$ cat config.mk
export PLATFORM = sky130hd
export DESIGN_NAME = pipe_hazard_ctrl
export DESIGN_NICKNAME = d
export VERILOG_FILES = /design/src/rtl/pipe_hazard_ctrl.sv
export SDC_FILE = /design/constraint.sdc
export NUM_CORES = 1
export LEC_CHECK = 0
export CAP_MARGIN = 15
export CORE_MARGIN = 2
export CORE_UTILIZATION = 39
export DETAILED_ROUTE_END_ITERATION = 8
export PLACE_DENSITY_LB_ADDON = 0.05
export SLEW_MARGIN = 20
export SYNTH_ARGS = -nofsm -noshare
export SYNTH_HDL_FRONTEND = slang
export SYNTH_SLANG_ARGS = --single-unit
$ cat constraint.sdc
create_clock -name clk -period 2 [get_ports clk]
set_clock_uncertainty 0.2 [all_clocks]
set_input_delay 0.3 -clock clk [delete_from_list [all_inputs] [get_ports clk]]
set_output_delay 0.3 -clock clk [all_outputs]
set_load 0.02 [all_outputs]
$ cat src/rtl/pipe_hazard_ctrl.sv
// Hazard/forwarding controller for the 5-stage pipeline: load-use and flag stalls,
// taken-branch flushes, EX operand forwarding selects and saturating event counters.
module pipe_hazard_ctrl #(
   parameter int unsigned CNT_W = 16
) (
   input  logic             clk,
   input  logic             reset,
   input  logic [4:0]       id_Rn,
   input  logic [4:0]       id_Rm,
   input  logic             id_use_Rn,
   input  logic             id_use_Rm,
   input  logic             id_is_bcond,
   input  logic [4:0]       ex_destreg,
   input  logic [4:0]       ex_Rn,
   input  logic [4:0]       ex_Rm,
   input  logic             ex_RegWrite,
   input  logic             ex_MemRead,
   input  logic             ex_SetFlags,
   input  logic [4:0]       mem_destreg,
   input  logic             mem_RegWrite,
   input  logic             mem_br_taken,
   input  logic [4:0]       wb_destreg,
   input  logic             wb_RegWrite,
   output logic             pc_hold,
   output logic             ifde_hold,
   output logic             idex_bubble,
   output logic             flush_ifde,
   output logic             flush_idex,
   output logic             flush_exmem,
   output logic [1:0]       fwd_a,
   output logic [1:0]       fwd_b,
   output logic [CNT_W-1:0] stall_cnt,
   output logic [CNT_W-1:0] flush_cnt
);

   localparam logic [4:0] XZR = 5'd31;

   typedef enum logic [1:0] {RUN, STALL, SHADOW} state_t;

   state_t           state_q, state_d;
   logic [CNT_W-1:0] stall_cnt_q, stall_cnt_d;
   logic [CNT_W-1:0] flush_cnt_q, flush_cnt_d;
   logic             lu, fh, stall_req, flush;

   // EX/MEM takes priority over MEM/WB; XZR is never forwarded.
   function automatic logic [1:0] fwd_sel(input logic [4:0] rs,
                                          input logic mem_we, input logic [4:0] mem_rd,
                                          input logic wb_we, input logic [4:0] wb_rd);
      logic [1:0] sel;
      sel = 2'b00;
      if (rs != XZR) begin
         if (mem_we && (mem_rd == rs))
            sel = 2'b10;
         else if (wb_we && (wb_rd == rs))
            sel = 2'b01;
      end
      return sel;
   endfunction

   always_comb begin
      lu = ex_MemRead && ex_RegWrite && (ex_destreg != XZR) &&
           ((id_use_Rn && (id_Rn == ex_destreg)) || (id_use_Rm && (id_Rm == ex_destreg)));
      fh = id_is_bcond && ex_SetFlags;
      stall_req = (lu || fh) && (state_q != SHADOW) && !mem_br_taken && !reset;
      flush     = mem_br_taken && !reset;

      pc_hold     = stall_req;
      ifde_hold   = stall_req;
      idex_bubble = stall_req;
      flush_ifde  = flush;
      flush_idex  = flush;
      flush_exmem = flush;

      fwd_a = '0;
      fwd_b = '0;
      if (!reset) begin
         fwd_a = fwd_sel(ex_Rn, mem_RegWrite, mem_destreg, wb_RegWrite, wb_destreg);
         fwd_b = fwd_sel(ex_Rm, mem_RegWrite, mem_destreg, wb_RegWrite, wb_destreg);
      end
   end

   // STALL and RUN differ only in naming; SHADOW alone masks stall detection.
   always_comb begin
      state_d = RUN;
      if (mem_br_taken)
         state_d = SHADOW;
      else if (stall_req)
         state_d = STALL;
   end

   always_comb begin
      stall_cnt_d = stall_cnt_q;
      flush_cnt_d = flush_cnt_q;
      if (stall_req && (stall_cnt_q != '1))
         stall_cnt_d = stall_cnt_q + CNT_W'(1);
      if (flush && (flush_cnt_q != '1))
         flush_cnt_d = flush_cnt_q + CNT_W'(1);
   end

   always_ff @(posedge clk) begin
      if (reset) begin
         state_q     <= RUN;
         stall_cnt_q <= '0;
         flush_cnt_q <= '0;
      end else begin
         state_q     <= state_d;
         stall_cnt_q <= stall_cnt_d;
         flush_cnt_q <= flush_cnt_d;
      end
   end

   assign stall_cnt = stall_cnt_q;
   assign flush_cnt = flush_cnt_q;

endmodule
==> results by group, run 1 <==
Finish
  – Layout Nets: 463
  – Most common cell after layout, fill and taps aside: buf_4
  – Post-route cell area: 3821 um2
  – Fin cells: 486
  – Fin util: 73.41%
  – Syn-to-layout area delta: 78.70%
  – Layout cells sized above 1: 38.70%
  – Commonest cells after routing, fill and taps aside: 73 x buf_4, 39 x clkdlybuf4s50_1, 26 x xor2_1
  – ANT cells: 0

Pwr
  – Leakage: 1.506 nW
  – Total power: 1.622 mW
  – Peak VDD IR: 0.0003250 V
  – PD cells: 424.5 nW/um2

Critical path
  – Critical Path RT: 2020 ps
  – R2R cell count: 6
  – R2R setup slack: 60 ps
  – RR Startpoint: stall_cnt[0]
  – CP Capture Point: stall_cnt[13]
  – Crit path launch type: input port
  – Reg2Reg Capture Point: stall_cnt[13]
  – Worst Path Max Fanout: 4
  – Critical path type: input port to flop
  – Crit path capture type: flop
  – Crit path DAT: 1980 ps
  – Origin of the worst setup path: id_is_bcond

Synth
  – Most used DFF post-synth: dfxtp_1
  – Flops & latches, synth: 34
  – Syn_area_per_cell: 8.193 um2
  – Synth async-reset ratio: 0%
  – EDFF count, synth: 0
  – Sequential share of the synthesized area: 31.83%
  – Cell accounting for the most synthesized area: dfxtp_1
  – Synth area leaders: dfxtp_1 32%, xor2_1 11%, xnor2_1 7.8%
  – Yosys top cell area share: 31.83%
  – Synthesized instance count: 261
  – Synth Cell Area: 2138 um2
  – Mux contribution to synthesized area: 0.4681%
  – Adder-cell share of the synthesized area: 1.170%
  – Synth warn: 0
  – Synth Area in Simple Gates: 28.09%
  – Compound-gate portion of the synthesized area: 14.86%
  – Synth Area in XOR/XNOR: 18.84%
  – Main combinational cell family by area after synthesis: simple AND/OR/NAND/NOR gates
  – Syn nets: 309
  – Synth unique cells: 40

STA
  – Worst-Margin Slew: 405.3 ps
  – Hold Vio Cnt, Final: 0
  – Unrepaired setup endpoints after global routing: yes
  – Crit share post-route: 98.15%
  – Slew Limit Fails: 0
  – Fin worst setup slack: 37.01 ps
  – Setup TNS: 0 ps
  – Fin crit period: 1963 ps
  – Maximum clock rate: 509.4 MHz
  – Final Hold Slack: 273.0 ps
  – Setup Viol. Count Final: 0
  – Rel. slew slack: 72.86%

Global route
  – GRT Overall Usage: 22.00%
  – Vias in the first global route: 2449
  – Pin count of the biggest net entering global routing: 18
  – GR Overflow Total: 0
  – First-pass GRT wire length: 10930 um
  – Initial antenna violation count: 0

Hold path
  – Hold WC Path Type: input port to flop

Die
  – Core area: 5205 um2
  – Initial core utilization: 41.08%
  – IO Count: 88
  – Die Width: 78.05 um
  – Die height: 78.05 um
  – Std-Cell Rows: 26
  – Die area: 6091 um2

Clock network
  – CTS Sinks: 34
  – Max Root-Sink Buffers: 2
  – Clk slew on worst S/H paths: 70 ps
  – H-tree depth: 2
  – Clk_lat worst skew: 280 ps
  – Clock root buffer master: clkbuf_8
  – CTS buffer count: 5
  – TritonCTS clock tree: done
  – Cts hold-fix bufs: 0

Placement
  – Port Buffers: 87
  – Dpl cell area: 3497 um2
  – Hpwl dp: 4803 um
  – GPL Wtd Cong: 0.8029
  – Place WS: -803.3 ps
  – Placed cells: 467

Route
  – Routed Wire Length: 6765 um
  – Vias: 2516
  – Detail Route Antenna Nets: 0
  – WL per Instance: 13.92 um
  – # DRC: 0
  – DRT Pass-1 Iters: 4
  – Vias per cell: 5.177
  – Starting DRC count in detailed routing: 91

Outcome
  – Status: finished clean

Run
  – Max cap viols: 0
-- cell families (layout without fill, tap and decap cells) --
family	after synthesis	in the layout
buf+inv	18	173
fa+ha+maj	2	2
simple gates	111	111
xor+xnor	46	46
compound gates	49	49
flops	34	34
mux	1	1
-- worst min-delay path by stage --
stage,end,depth (start not counted),slack (ps),startpoint
floorplan,state_q[1],1,230,mem_br_taken
global placement,flush_cnt[1],2,280,flush_cnt[1]
detailed placement,flush_cnt[1],2,290,flush_cnt[1]
CTS,state_q[1],3,260,mem_br_taken
global route,state_q[1],3,300,mem_br_taken
finish,state_q[1],3,270,mem_br_taken
-- what timing repair did --
action / CTS / global route
buffers inserted: 6 / 4
pin swaps: 32 / 41
setup endpoints to repair: 35 / 32
resized for setup: 121 / 74
cloned: 1 / 0
-- report_power, final --
| group | internal (mW) | switching, mW | leakage, nW |
|---|---|---|---|
| logic | 0.169 | 0.140 | 1.17 |
| registers | 0.683 | 0.00630 | 0.282 |
| clock network | 0.367 | 0.258 | 0.0579 |
-- sequential cells by signal, indices dropped and copies added (netlist names) --
name / count
stall_cnt: 16
flush_cnt: 16
state_q: 2
-- layer usage --
metal,GRT usage [%],part of all wire [%]
met4,7.544,1.6
met1,25.88,44
met2,39.57,52
met5,0,0
met3,4.598,3.3
-- final cells by class --
type                            instances  area [um2]
Multi-Input combinational cell        209        1568
Fill cell                             423        1384
Timing Repair Buffer                  159        1331
Sequential cell                        34       703.2
Tap cell                               70       87.58
Clock buffer                            5       68.82
Clock inverter                          3       40.04
Inverter                                6       22.52
-- synthesized netlist by cell type, types with 2 or more instances --
| cell | count |
|---|---|
| xnor2_1 | 19 |
| ha_1 | 2 |
| buf_4 | 5 |
| xor2_1 | 27 |
| a21oi_1 | 18 |
| a2111oi_0 | 5 |
| and3_1 | 5 |
| nand3_1 | 18 |
| and4_1 | 3 |
| nand2b_1 | 3 |
| and2_1 | 2 |
| nand4_1 | 12 |
| nor4_1 | 6 |
| dfxtp_1 | 34 |
| o21ai_1 | 7 |
| o21ai_0 | 9 |
| nor2_1 | 22 |
| nor3b_1 | 2 |
| clkbuf_1 | 5 |
| or3_1 | 12 |
| nand2_1 | 17 |
| o31ai_1 | 2 |
| buf_6 | 2 |
| nor2b_1 | 3 |
| inv_1 | 6 |
-- critical path: stages --
cell	delay, ps
clkdlybuf4s50_1	490
nand2_1	100
buf_4	180
a211oi_4	200
a31oi_4	80
or4_1	490
a21oi_1	140
(Power assumes the default switching activity.)
==> run 2: changes to the inputs <==
- CORE_UTILIZATION: 39 -> 43
- clock period: 2 -> 2.2 ns (I/O delays scaled with it)
==> run 2 against run 1 <==
Effect of this change:
- wire length shrank 8.9%
- hold slack gained 33 ps
- sequential power shrank 9.0%
- critical path type is now input port to primary output
- die area shrank 8.8%
- cell count shrank 4.9%
- largest power group unchanged
- global-route usage grew 0.68 points
- register-to-register slack gained 90 ps
- clock-buffer cell count grew 2
- sequential share of layout area grew 0.72 points
- power shrank 11%
- combinational power shrank 16%
- utilization grew 2.0 points
==> results by group, run 2 (synthesized netlist as in run 1, its figures left out) <==
Clock network
  – Clock root buffer master: clkbuf_8
  – Clk slew on worst S/H paths: 60 ps
  – Max Root-Sink Buffers: 2
  – TritonCTS clock tree: done
  – CTS Sinks: 34
  – Cts hold-fix bufs: 0
  – CTS buffer count: 5
  – Clk_lat worst skew: 280 ps
  – H-tree depth: 2

Global route
  – GR Overflow Total: 0
  – Initial antenna violation count: 0
  – First-pass GRT wire length: 9942 um
  – Pin count of the biggest net entering global routing: 34
  – GRT Overall Usage: 22.68%
  – Vias in the first global route: 2355

Critical path
  – RR Startpoint: stall_cnt[0]
  – Crit path DAT: 1620 ps
  – Crit path launch type: input port
  – Critical path type: input port to primary output
  – Critical Path RT: 1670 ps
  – R2R cell count: 8
  – R2R setup slack: 150 ps
  – Origin of the worst setup path: ex_Rm[3]
  – Crit path capture type: primary output
  – Reg2Reg Capture Point: stall_cnt[1]
  – Worst Path Max Fanout: 3

Placement
  – GPL Wtd Cong: 0.7958
  – Place WS: -643.1 ps
  – Port Buffers: 87
  – Hpwl dp: 4567 um

Hold path
  – Hold_sp: flush_cnt[1]
  – Hold WC Path Type: flop to flop
  – Hold path depth: 2
  – Endpoint, Worst Hold: flush_cnt[1]

STA
  – Crit share post-route: 97.90%
  – Fin worst setup slack: 46.13 ps
  – Fin crit period: 2154 ps
  – Maximum clock rate: 464.3 MHz
  – Setup Viol. Count Final: 0
  – Worst-Margin Slew: 364.8 ps
  – Hold Vio Cnt, Final: 0
  – Slew Limit Fails: 0
  – Rel. slew slack: 75.05%

Finish
  – Commonest cells after routing, fill and taps aside: 52 x buf_4, 43 x clkdlybuf4s50_1, 30 x dfxtp_1
  – Fillers: 389
  – Layout Nets: 442
  – ANT cells: 0
  – Syn-to-layout area delta: 67.70%
  – Layout cells sized above 1: 24.05%
  – Most common cell after layout, fill and taps aside: buf_4
  – Fin util: 75.42%

Route
  – Routed Wire Length: 6163 um
  – # DRC: 0
  – Vias per cell: 5.121
  – DRT Pass-1 Iters: 4
  – WL per Instance: 13.34 um
  – Starting DRC count in detailed routing: 102
  – Vias: 2366
  – Detail Route Antenna Nets: 0

Die
  – Die Width: 74.52 um
  – Initial core utilization: 44.97%
  – Std-Cell Rows: 25
  – IO Count: 88
  – Core area: 4755 um2
  – Die area: 5553 um2
  – Die height: 74.52 um

Run
  – Max cap viols: 0

Pwr
  – Leakage: 1.482 nW
  – Peak VDD IR: 0.0003137 V
  – PD cells: 402.0 nW/um2

Outcome
  – Status: finished clean
[run 2: cell types whose count changed in the layout (fill, tap and decap cells not counted), sizes merged]
cell,before,now
clkinv,2,0
clkbuf,16,10
clkdlybuf4s50,39,43
dlymetal6s2s,2,14
dlygate4sd2,10,18
clkdlybuf4s15,11,2
buf,86,58
[run 2: final cells by class]
cell class              count  area, um2  area share, %
multi-input cells         209       1450          40.44
clock buffers               7      76.32          2.128
flip-flops and latches     34      685.7          19.12
well taps                  67      83.83          2.338
clock inverters             1      30.03         0.8374
inverters                   6      22.52         0.6281
repair buffers            138       1237          34.51
[run 2: worst max-delay path by stage]
stage	endpoint	slack (ps)	cells after the start
after detailed placement	pc_hold	-640	7
final	fwd_b[0]	50	5
after CTS	fwd_b[1]	-160	6
after global routing	idex_bubble	-10	8
after floorplan	stall_cnt[1]	10	9
after global placement	ifde_hold	-610	7
[run 2: report_power, final]
part / internal (mW) / total [mW] / switching [mW]
Combinational: 0.146 / 0.261 / 0.115
Sequential: 0.622 / 0.627 / 0.00508
Clock: 0.339 / 0.554 / 0.215
Total: 1.11 / 1.44 / 0.335
[run 2: stage by stage]
stage,cell area [um2],TNS [ps],instances,hold WS (ps),power [mW]
floorplan,2143,0,261,258.2,0.7418
global placement,3349,-9347,447,298.1,0.9020
detailed placement,3349,-10380,447,312.2,0.9055
CTS,3487,-229.9,462,324.9,1.448
global route,3586,-52.81,462,341.5,1.503
finish,3586,0,462,305.7,1.442
[run 2: repair_timing]
| action | CTS | global route |
|---|---|---|
| pin swaps | 13 | 21 |
| buffers inserted | 7 | 0 |
| gates resized for setup | 64 | 41 |
| endpoints found under the setup margin | 20 | 24 |
[run 2: per-layer routing]
metal	part of all wire [%]	global-route usage [%]	up-vias
met2	52	41.89	69
met5	0	0	-
met4	0.70	6.548	0
li1	-	-	1202
met3	5.2	3.794	7
met1	42	26.80	1088
[run 2: worst max-delay path, stage by stage]
cell and delay (ps):
clkdlybuf4s50_1 480, xnor2_1 160, and3_1 190, nor4_1 250, buf_2 210
==> run 3: changes to the inputs <==
- GPL_TIMING_DRIVEN: not set -> 0
==> run 3 against run 2 <==
Effect of this change:
- combinational power is 9.6% lower
- highest routed layer unchanged
- maximum frequency shrank 0.69%
- via count down 3.9%
- utilization fell by 5.0 points
- power increased by 8.7%
==> results by group, run 3 (synthesized netlist as in run 1, its figures left out) <==
Outcome
  – Status: finished clean

Finish
  – Fin util: 70.45%
  – Fin cells: 431
  – Post-route cell area: 3349 um2
  – Layout cells sized above 1: 18.68%
  – Commonest cells after routing, fill and taps aside: 42 x clkdlybuf4s50_1, 29 x dfxtp_1, 27 x xor2_1
  – Most common cell after layout, fill and taps aside: clkdlybuf4s50_1
  – Syn-to-layout area delta: 56.64%
  – Layout Nets: 411
  – ANT cells: 0

Hold path
  – Hold WC Path Type: input port to flop

Critical path
  – Critical path type: flop to flop
  – Critical Path RT: 2230 ps
  – Crit path launch type: flop
  – Worst Path Max Fanout: 6
  – Crit path capture type: flop
  – Crit path DAT: 2200 ps

Global route
  – First-pass GRT wire length: 9004 um
  – Met2 Use GR: 38.15%
  – GRT Overall Usage: 20.73%
  – Met3 usage: 3.117%
  – Met1 GRT Util: 24.50%
  – Vias in the first global route: 2058
  – Initial antenna violation count: 0
  – GR Overflow Total: 0
  – Top Usage Layer GRT: met2
  – Pin count of the biggest net entering global routing: 13

Placement
  – Hpwl dp: 4214 um
  – Port Buffers: 87
  – Dpl cell area: 3098 um2
  – Place WS: -908.3 ps
  – Placed cells: 415
  – GPL Wtd Cong: 0.7758

Die
  – Std-Cell Rows: 25
  – Die height: 74.52 um
  – Die Width: 74.52 um
  – Initial core utilization: 44.97%
  – IO Count: 88
  – Die area: 5553 um2
  – Core area: 4755 um2

Pwr
  – Reg power frac: 39.9%
  – Leakage: 1.252 nW
  – PD cells: 468.0 nW/um2
  – Net Sw Power: 371.6 uW
  – Peak VDD IR: 0.0003823 V
  – P_int: 1.196 mW
  – Combinational share of power: 15.0%
  – Clk pwr share: 45.1%
  – Sw frac: 23.70%

Route
  – Detail Route Antenna Nets: 0
  – # DRC: 0
  – Routed Wire Length: 5711 um
  – Vias: 2274
  – Vias per cell: 5.276
  – WL per Instance: 13.25 um
  – DRT Pass-1 Iters: 4
  – Starting DRC count in detailed routing: 116

STA
  – Fin worst setup slack: 31.11 ps
  – Setup Viol. Count Final: 0
  – Hold Vio Cnt, Final: 0
  – Slew Limit Fails: 0
  – Crit share post-route: 98.59%
  – Rel. slew slack: 65.35%
  – Unrepaired setup endpoints after global routing: yes
  – Maximum clock rate: 461.1 MHz
  – Worst-Margin Slew: 519.8 ps
  – Setup TNS: 0 ps
  – Fin crit period: 2169 ps

Clock network
  – Cts hold-fix bufs: 0
  – TritonCTS clock tree: done
  – Clk_lat worst skew: 300 ps
  – CTS buffer count: 5
  – Clock root buffer master: clkbuf_8
  – CTS Sinks: 34
  – H-tree depth: 2
  – Max Root-Sink Buffers: 2
  – Clk slew on worst S/H paths: 80 ps

Run
  – Max cap viols: 0
-- run 3: cell count changes in the layout (fill, tap and decap cells not counted), sizes merged --
cell,before,now
buf,58,23
dlymetal6s2s,14,4
clkbuf,10,17
dlygate4sd2,18,23
bufinv,1,2
clkdlybuf4s15,2,3
clkdlybuf4s50,43,42
clkinv,0,1
-- run 3: path summary, 6_finish.rpt --
kind	startpoint	end	slack (ps)	cells past startpoint
min reg2reg	stall_cnt[4]	stall_cnt[4]	310	2
max	stall_cnt[3]	stall_cnt[9]	30	8
max reg2reg	stall_cnt[3]	stall_cnt[9]	30	8
min	mem_br_taken	state_q[1]	160	2
-- run 3: metrics by stage --
stage	power (mW)	hold slack, ps
2_1_floorplan	0.7418	258.2
4_1_cts	1.577	316.6
3_5_place_dp	0.8784	305.4
6_report	1.568	158.2
5_1_grt	1.627	172.9
3_3_place_gp	0.8748	300.9
-- run 3: final cells by class --
| type | instances | area, um2 |
|---|---|---|
| tap | 67 | 83.83 |
| inverter | 6 | 22.52 |
| fill | 423 | 1405 |
| clock buffer | 5 | 68.82 |
| multi-input combinational | 209 | 1470 |
| buffer | 11 | 86.33 |
| timing repair buffer | 96 | 859.6 |
| clock inverter | 3 | 68.82 |
| sequential | 34 | 689.4 |
-- run 3: power groups by stage --
stage	Clock, mW	Combinational (mW)	Sequential [mW]
6_report	0.707	0.236	0.625
4_1_cts	0.722	0.230	0.626
3_5_place_dp	0	0.238	0.640
2_1_floorplan	0	0.0978	0.644
3_3_place_gp	0	0.235	0.640
5_1_grt	0.745	0.256	0.625
-- run 3: worst max-delay path, cell delays in order, from the launching register on --
cell      delay, ps
dfxtp_4         350
and4_1          200
buf_6           130
and4_4          210
a211oi_4        270
a31oi_4          90
buf_4           170
or3_1           350
a21oi_1         140
-- run 3: timing repair --
| action | CTS | global route |
|---|---|---|
| cloned | 1 | 0 |
| gates resized for setup | 86 | 45 |
| setup endpoints to repair | 28 | 23 |
| buffers inserted | 2 | 6 |
| pin swaps | 19 | 23 |
-- run 3: per-layer routing --
metal | part of all wire, % | wire length [um] | vias to the layer above
li1 | - | - | 1144
met1 | 44 | 2511 | 1061
met2 | 51 | 2897 | 61
met3 | 4.0 | 230 | 8
met4 | 1.2 | 71 | 0
met5 | 0 | 0 | -
